$ cat src/rtl/load_store_unit.sv
// Load/store unit: one outstanding 64-bit memory access with byte-lane steering and load extension.
// Optional macro LSU_MISALIGN_TRAP_EN: misaligned requests complete with an error instead of accessing memory.
module load_store_unit (
    input  logic        clk,
    input  logic        reset,
    input  logic        req_valid,
    output logic        req_ready,
    input  logic        MemRead,
    input  logic        MemWrite,
    input  logic [2:0]  funct3,
    input  logic [63:0] ALUResult,
    input  logic [63:0] ReadData2,
    output logic        resp_valid,
    output logic [63:0] ReadData,
    output logic        misaligned,
    output logic        mem_req,
    input  logic        mem_gnt,
    output logic        mem_we,
    output logic [63:0] mem_addr,
    output logic [63:0] mem_wdata,
    output logic [7:0]  mem_wstrb,
    input  logic        mem_rvalid,
    input  logic [63:0] mem_rdata
);

    typedef enum logic [1:0] {IDLE, REQ, WAIT, RESP} state_t;

    typedef struct packed {
        logic       store;
        logic [2:0] funct3;
        logic [2:0] lane;
    } op_t;

    state_t      state;
    op_t         op;
    logic [7:0]  strb_base;
    logic [63:0] shifted;
    logic [63:0] load_val;

    always_comb begin
        strb_base = 8'h01;
        case (funct3[1:0])
            2'd0: strb_base = 8'h01;
            2'd1: strb_base = 8'h03;
            2'd2: strb_base = 8'h0F;
            2'd3: strb_base = 8'hFF;
            default: strb_base = 8'h01;
        endcase
    end

`ifdef LSU_MISALIGN_TRAP_EN
    logic mis_in;
    logic mis_q;

    always_comb begin
        mis_in = 1'b0;
        case (funct3[1:0])
            2'd0: mis_in = 1'b0;
            2'd1: mis_in = ALUResult[0];
            2'd2: mis_in = |ALUResult[1:0];
            2'd3: mis_in = |ALUResult[2:0];
            default: mis_in = 1'b0;
        endcase
        if (funct3 == 3'b111)
            mis_in = 1'b1;
    end

    assign misaligned = mis_q;
`else
    assign misaligned = 1'b0;
`endif

    // Bring the addressed lane down to bit 0, then narrow and extend.
    always_comb begin
        shifted  = mem_rdata >> {op.lane, 3'b000};
        load_val = shifted;
        case (op.funct3)
            3'b000: load_val = {{56{shifted[7]}},  shifted[7:0]};
            3'b001: load_val = {{48{shifted[15]}}, shifted[15:0]};
            3'b010: load_val = {{32{shifted[31]}}, shifted[31:0]};
            3'b100: load_val = {56'd0, shifted[7:0]};
            3'b101: load_val = {48'd0, shifted[15:0]};
            3'b110: load_val = {32'd0, shifted[31:0]};
            default: load_val = shifted;
        endcase
    end

    always_ff @(posedge clk or negedge reset) begin
        if (!reset) begin
            state      <= IDLE;
            op         <= '0;
            req_ready  <= 1'b0;
            resp_valid <= 1'b0;
            ReadData   <= '0;
            mem_req    <= 1'b0;
            mem_we     <= 1'b0;
            mem_addr   <= '0;
            mem_wdata  <= '0;
            mem_wstrb  <= '0;
`ifdef LSU_MISALIGN_TRAP_EN
            mis_q      <= 1'b0;
`endif
        end else begin
            case (state)
                IDLE: begin
                    req_ready <= 1'b1;
                    if (req_valid && req_ready) begin
                        req_ready <= 1'b0;
                        op        <= {MemWrite, funct3, ALUResult[2:0]};
                        if (!MemRead && !MemWrite) begin
                            state      <= RESP;
                            resp_valid <= 1'b1;
                        end
`ifdef LSU_MISALIGN_TRAP_EN
                        else if (mis_in) begin
                            state      <= RESP;
                            resp_valid <= 1'b1;
                            mis_q      <= 1'b1;
                        end
`endif
                        else begin
                            // Lanes pushed past byte 7 fall off the top of the shift.
                            state     <= REQ;
                            mem_req   <= 1'b1;
                            mem_we    <= MemWrite;
                            mem_addr  <= {ALUResult[63:3], 3'b000};
                            mem_wdata <= MemWrite ? (ReadData2 << {ALUResult[2:0], 3'b000}) : '0;
                            mem_wstrb <= MemWrite ? (strb_base << ALUResult[2:0]) : '0;
                        end
                    end
                end
                REQ: begin
                    if (mem_gnt) begin
                        mem_req <= 1'b0;
                        if (op.store) begin
                            state      <= RESP;
                            resp_valid <= 1'b1;
                        end else begin
                            state <= WAIT;
                        end
                    end
                end
                WAIT: begin
                    if (mem_rvalid) begin
                        ReadData   <= load_val;
                        resp_valid <= 1'b1;
                        state      <= RESP;
                    end
                end
                RESP: begin
                    resp_valid <= 1'b0;
                    req_ready  <= 1'b1;
                    state      <= IDLE;
`ifdef LSU_MISALIGN_TRAP_EN
                    mis_q      <= 1'b0;
`endif
                end
                default: state <= IDLE;
            endcase
        end
    end

endmodule

$ cat config.mk
export PLATFORM = sky130hd
export DESIGN_NAME = load_store_unit
export DESIGN_NICKNAME = d
export VERILOG_FILES = /design/src/rtl/load_store_unit.sv
export SDC_FILE = /design/constraint.sdc
export NUM_CORES = 1
export LEC_CHECK = 0
export CORE_MARGIN = 10
export CORE_UTILIZATION = 39
export CTS_CLUSTER_DIAMETER = 60
export CTS_CLUSTER_SIZE = 30
export DETAILED_ROUTE_END_ITERATION = 10
export PLACE_DENSITY = 0.74
export SLEW_MARGIN = 20
export SYNTH_ARGS = -nofsm -noshare
export SYNTH_HDL_FRONTEND = slang
export SYNTH_SLANG_ARGS = --single-unit
$ cat constraint.sdc
create_clock -name clk -period 2.2 [get_ports clk]
set_clock_uncertainty 0.1 [all_clocks]
set_input_delay 0.22 -clock clk [delete_from_list [all_inputs] [get_ports clk]]
set_output_delay 0.22 -clock clk [all_outputs]
set_load 0.005 [all_outputs]
### Word-level counts from Yosys, hierarchy flattened

Index checks and enable logic that the tools add are counted.

* shift-type cells: 3
* $add $sub $neg: 0
* divide/modulo/power cells: 0
* eq/ne operators: 17
* bitwise operators: 1
* order comparisons: 0
* muxes and demuxes: 22
* reductions and logical operators: 15
* multiply operators: 0

Operators by type and width (count)
* $pmux 64 s6: 1
* $mux 64: 1
* $shl 64x6->64: 1
* $shr 64x6->64: 1
* $pmux 8 s4: 1
* $ne 2x2->1 const B: 6
* $mux 1: 10
* $eq 3x3->1 const B: 3
* $eq 2x2->1 const B: 4
* $mux 2: 4
* $mux 8: 1
* $pmux 2 s4: 1
* $shl 8x3->8: 1
* $reduce_and 3->1: 2
* $reduce_and 5->1: 1
* $eq 2x1->1 const B: 2
* $logic_not 2->1: 2
* $pmux 1 s2: 2
* $pmux 1 s4: 1
* $reduce_and 2->1: 2
* $reduce_and 4->1: 1
* $reduce_bool 2->1: 2
* $eq 3x1->1 const B: 1
* $eq 3x2->1 const B: 1
* 4 further kinds: 6

* ROM bits: 0
* output and inout port bits: 205
* flip-flop bits (word level): 210
* memories kept: 0
* bits in writable memories: 0
* bits in latches: 0
* logic and storage cells: 70

### Depth between registers and ports, before layout

* depth after elaboration: 5
* mapped depth: 10
* mapped depth without buffers: 7

### Least setup slack after synthesis

OpenSTA, ideal clock, no wires.

* kind: register -> register
* from: register state[0]
* to: register mem_wdata[16]
* setup time: 0.121 ns
* cell stages (with the launch flop): 10
* clock period less this slack: 2.063 ns
* arrival time: 1.842 ns
* setup slack: 0.137 ns
* cells stage by stage: dfrtp_1 inv_1 ha_1 buf_2 nand3_2 or2_1 buf_2 buf_2 buf_6 a22o_1

* cells in the longest elaborated chain, start to end: 2

RTL lines
* from (decl): RTL line 34 `state_t state;`
* from (signal assigned): RTL line 90 `state <= IDLE;`
* from (signal assigned): RTL line 111 `state <= RESP;`
* from (signal assigned): RTL line 123 `state <= REQ;`
* $logic_not 2->1: RTL line 104 `case (state)`
* $reduce_and 3->1 (no source line)
* to (signal assigned): RTL line 127 `mem_wdata <= MemWrite ? (ReadData2 << {ALUResult[2:0], 3'b000}) : '0;`
* to (decl): RTL line 20 `output logic [63:0] mem_wdata,`

No other way between the ends.
A chain may end at the register's enable or synchronous reset.

### Final worst setup path

* from: register op[0] in the netlist's numbering
* to: register ReadData[37]

* cells in the longest elaborated chain, start to end: 2

RTL lines
* from (decl): RTL line 35 `op_t op;`
* from (signal assigned): RTL line 109 `op <= {MemWrite, funct3, ALUResult[2:0]};`
* $shr 64x6->64: RTL line 75 `shifted = mem_rdata >> {op.lane, 3'b000};`
* $pmux 64 s6: RTL line 77 `case (op.funct3)`
* to (signal assigned): RTL line 145 `ReadData <= load_val;`
* to (decl): RTL line 14 `output logic [63:0] ReadData,`

No other way between the ends.

==> flow_summary.yaml <==
logic_synthesis:
  ys_types: 57
  synthMuxAreaShare: 0.2215
  synthArstFlopShare: 1.000
  synth_top_family_by_area: "multiplexers"
  ys_seq_area_frac: 0.4652
  synth_ff_type: "dfrtp_1"
  synth_simple_gate_area_share: 0.07531
  synth_compound_area_frac: 0.1820
  yosys_warnings: 0
  synth_area_per_cell_um2: 10.90
  synth_area_mm2: 0.01130
  synth_edf_count: 0
  syn-instance-count: 1036
  ys_ff_latch: 210
  synth-adder-area-share: 0.004430
  synth_xor_xnor_area_share: 0
clock_network:
  cts_buffers: 20
  clk_latency_ps: 510
  cts_tree: "built"
  clock-root-buffer: "clkbuf_16"
  h-tree-depth: 1
  clkTransAtPathRegs_ps: 90
  cts_buffer_depth: 3
  cts_setup_buffers: 0
  cts_sinks: 210
job:
  drv_cap: 0
global_route:
  grt_max_degree: 69
  grt_pass1_vias: 11000
  antenna_found_initial: 5
  grt_pass1_wl_um: 67480
  grt_usage: 0.2403
  grt-ovfl-total: 0
worst_setup_path:
  worstPathRequired_ps: 2490
  worstReg2RegStart: "op[0]$_DFFE_PN0P_"
  start_kind: "register"
  critPathArrivalTime_ps: 2370
  worstReg2RegEnd: "ReadData[37]$_DFFE_PN0P_"
  path_max_fanout: 12
  r2r_cells: 5
  rrSetupSlack_ps: 120
  path_class: "register to register"
  endpoint_kind: "register"
detailed_routing:
  via_per_inst: 5.540
  drc: 0
  drt_iter0_drc: 550
  ant_nets: 0
  totalWireLength_um: 45120
  post_drt_wl_per_cell_um: 24.32
  first_pass_iters: 5
  num_vias: 10280
timing:
  fin_crit_ps: 2083
  setup_viol: 0
  final-hold-violation-count: 0
  worst_pin_slew_ps: 580.7
  rsz0062_at_grt: "no"
  finalCritPeriodShare: 0.9468
  drv_slew: 0
  finalSetupTns_ps: 0
  fmax_ghz: 0.4801
  slew_headroom: 0.6128
cells_and_area:
  drive_above_1_share: 0.1905
  nNetsFinal: 1662
  fillers: 2410
  utilization: 0.5858
  area_growth_syn_to_layout_pct: 48.44
placed_design:
  hpwl_um: 35710
  gp_congestion: 0.9748
  io_buffers: 402
worst_hold_path:
  hold_class: "input pin to register"
  hold_end: "mem_wdata[42]$_DFFE_PN0P_"
  hold_path_depth: 3
  hp-start: "ALUResult[0]"
pwr:
  p_comb_frac: 0.513
  p_int_mw: 13.95
  clkPwrFrac: 0.170
  power.total_mw: 21.93
  powerDensity_mw_per_mm2: 1308
  power_leakage_nw: 7.085
  ir_drop_mv: 0.8272
  swShare: 0.3640
  p_sw_mw: 7.982
  pwr-share-seq: 0.317
die:
  rows: 62
  io_pins: 407
  die_h_um: 190.2
  initial_core_util: 0.3947
  dieArea_mm2: 0.03617
  core-area_mm2: 0.02863
  die_w_um: 190.2
outcome:
  status: "complete, no violations"
[flip-flops by register name (all words and copies together), names as in the netlist]
register / count
ReadData: 64
mem_wdata: 64
mem_addr: 61
mem_wstrb: 8
op: 7
state: 2
mem_req: 1
mem_we: 1
req_ready: 1
resp_valid: 1
[kinds of logic (layout without fill, tap and decap cells)]
family	count (synthesis)	in the layout
buffers and inverters	105	536
multiplexers	207	207
AO/OA/AOI/OAI	320	320
AND/OR/NAND/NOR	189	189
other	1	5
adder cells (fa/ha/maj)	4	4
flip-flops	210	210
[cells in the final DEF, fill, tap and decap left out, types with 5 or more instances in the layout]
cell type        count
clkdlybuf4s50_1    399
dfrtp_1            207
mux2_2             110
nand2_1             85
o21ai_0             83
a21oi_1             83
buf_4               75
mux2i_1             73
nor2_1              54
a22o_1              33
a22oi_1             31
mux4_2              23
a211oi_1            22
nor2b_1             20
clkbuf_16           20
inv_1               13
o21ai_1             12
buf_12              10
o22ai_1              8
o2bb2ai_1            7
o22a_1               7
inv_12               6
a21oi_2              5
a211o_1              5
[what timing repair did]
item / 4_1_cts / 5_1_grt
hold buffers: 1 / 0
endpoints found under the hold margin: 62 / 0
endpoints found under the setup margin: 0 / 12
gates resized for setup: 0 / 3
[per-stage QoR]
stage	hold slack [ps]	std cells	area [µm²]	setup WS, ps
final	171.0	1855	16770	117.0
after global routing	184.7	1855	16770	5.005
after CTS	142.1	1854	16760	110.7
after detailed placement	143.7	1817	16050	19.53
after global placement	133.8	1817	16050	61.07
after floorplan	-175.6	1039	11310	136.7
[cell usage after synthesis, types with 7 or more instances]
cell type / instances / area share
o22a_1: 7 / 0.0054
o2bb2ai_1: 7 / 0.0054
mux2_2: 110 / 0.11
inv_1: 13 / 0.0043
o21ai_1: 12 / 0.0053
nor2_1: 54 / 0.018
a211oi_1: 22 / 0.015
buf_2: 37 / 0.016
buf_6: 11 / 0.011
clkbuf_1: 30 / 0.010
a21oi_1: 83 / 0.037
mux4_2: 23 / 0.046
mux2i_1: 73 / 0.065
nor2b_1: 20 / 0.011
buf_4: 12 / 0.0080
o22ai_1: 8 / 0.0044
a22o_1: 33 / 0.026
o21ai_0: 83 / 0.037
dfrtp_1: 210 / 0.47
a22oi_1: 31 / 0.021
nand2_1: 86 / 0.029
[power groups by stage]
stage	clock [mW]	combinational, mW	sequential, mW
floorplan	0	5.17	6.77
finish	3.72	11.3	6.95
CTS	3.82	11.4	6.94
detailed placement	0	11.3	6.98
global placement	0	11.2	6.93
global route	3.95	12.1	7.17
[worst max path at each step]
| stage | depth (start not counted) | endpoint | startpoint | slack, ps |
|---|---|---|---|---|
| after global placement | 6 | ReadData[48]$_DFFE_PN0P_ | mem_rdata[47] | 60 |
| after detailed placement | 7 | ReadData[48]$_DFFE_PN0P_ | mem_rdata[31] | 20 |
| after global routing | 6 | ReadData[8]$_DFFE_PN0P_ | op[0]$_DFFE_PN0P_ | 5 |
| after CTS | 5 | ReadData[3]$_DFFE_PN0P_ | op[0]$_DFFE_PN0P_ | 110 |
| final | 5 | ReadData[37]$_DFFE_PN0P_ | op[0]$_DFFE_PN0P_ | 120 |
| after floorplan | 9 | mem_wdata[16]$_DFFE_PN0P_ | state[0]$_DFFE_PN0P_ | 140 |
[per-layer routing]
| metal | part of all wire | vias to the layer above | wire [µm] | GRT usage |
|---|---|---|---|---|
| li1 | - | 4648 | - | - |
| met1 | 0.38 | 5049 | 17140 | 0.2764 |
| met2 | 0.49 | 478 | 22040 | 0.4128 |
| met3 | 0.096 | 94 | 4326 | 0.07873 |
| met4 | 0.034 | 8 | 1549 | 0.08086 |
| met5 | 0.0013 | - | 58 | 0 |
[cell type report]
class	instances	area, µm²	share of cell area
diodes	1	2.502	0.0001492
clock buffers	23	521.8	0.03111
clock inverters	13	177.7	0.01059
inverters	13	48.80	0.002910
multi-input cells	724	5487	0.3272
flip-flops and latches	210	5259	0.3136
well taps	384	480.5	0.02865
repair buffers	487	4793	0.2858
[critical path: stages, from the launching register on]
cell and delay (ps):
dfrtp_2 530, buf_4 280, mux2_2 400, mux2_2 300
a21oi_1 280, a21oi_2 90
No activity file was read; power rests on OpenSTA's default activity.
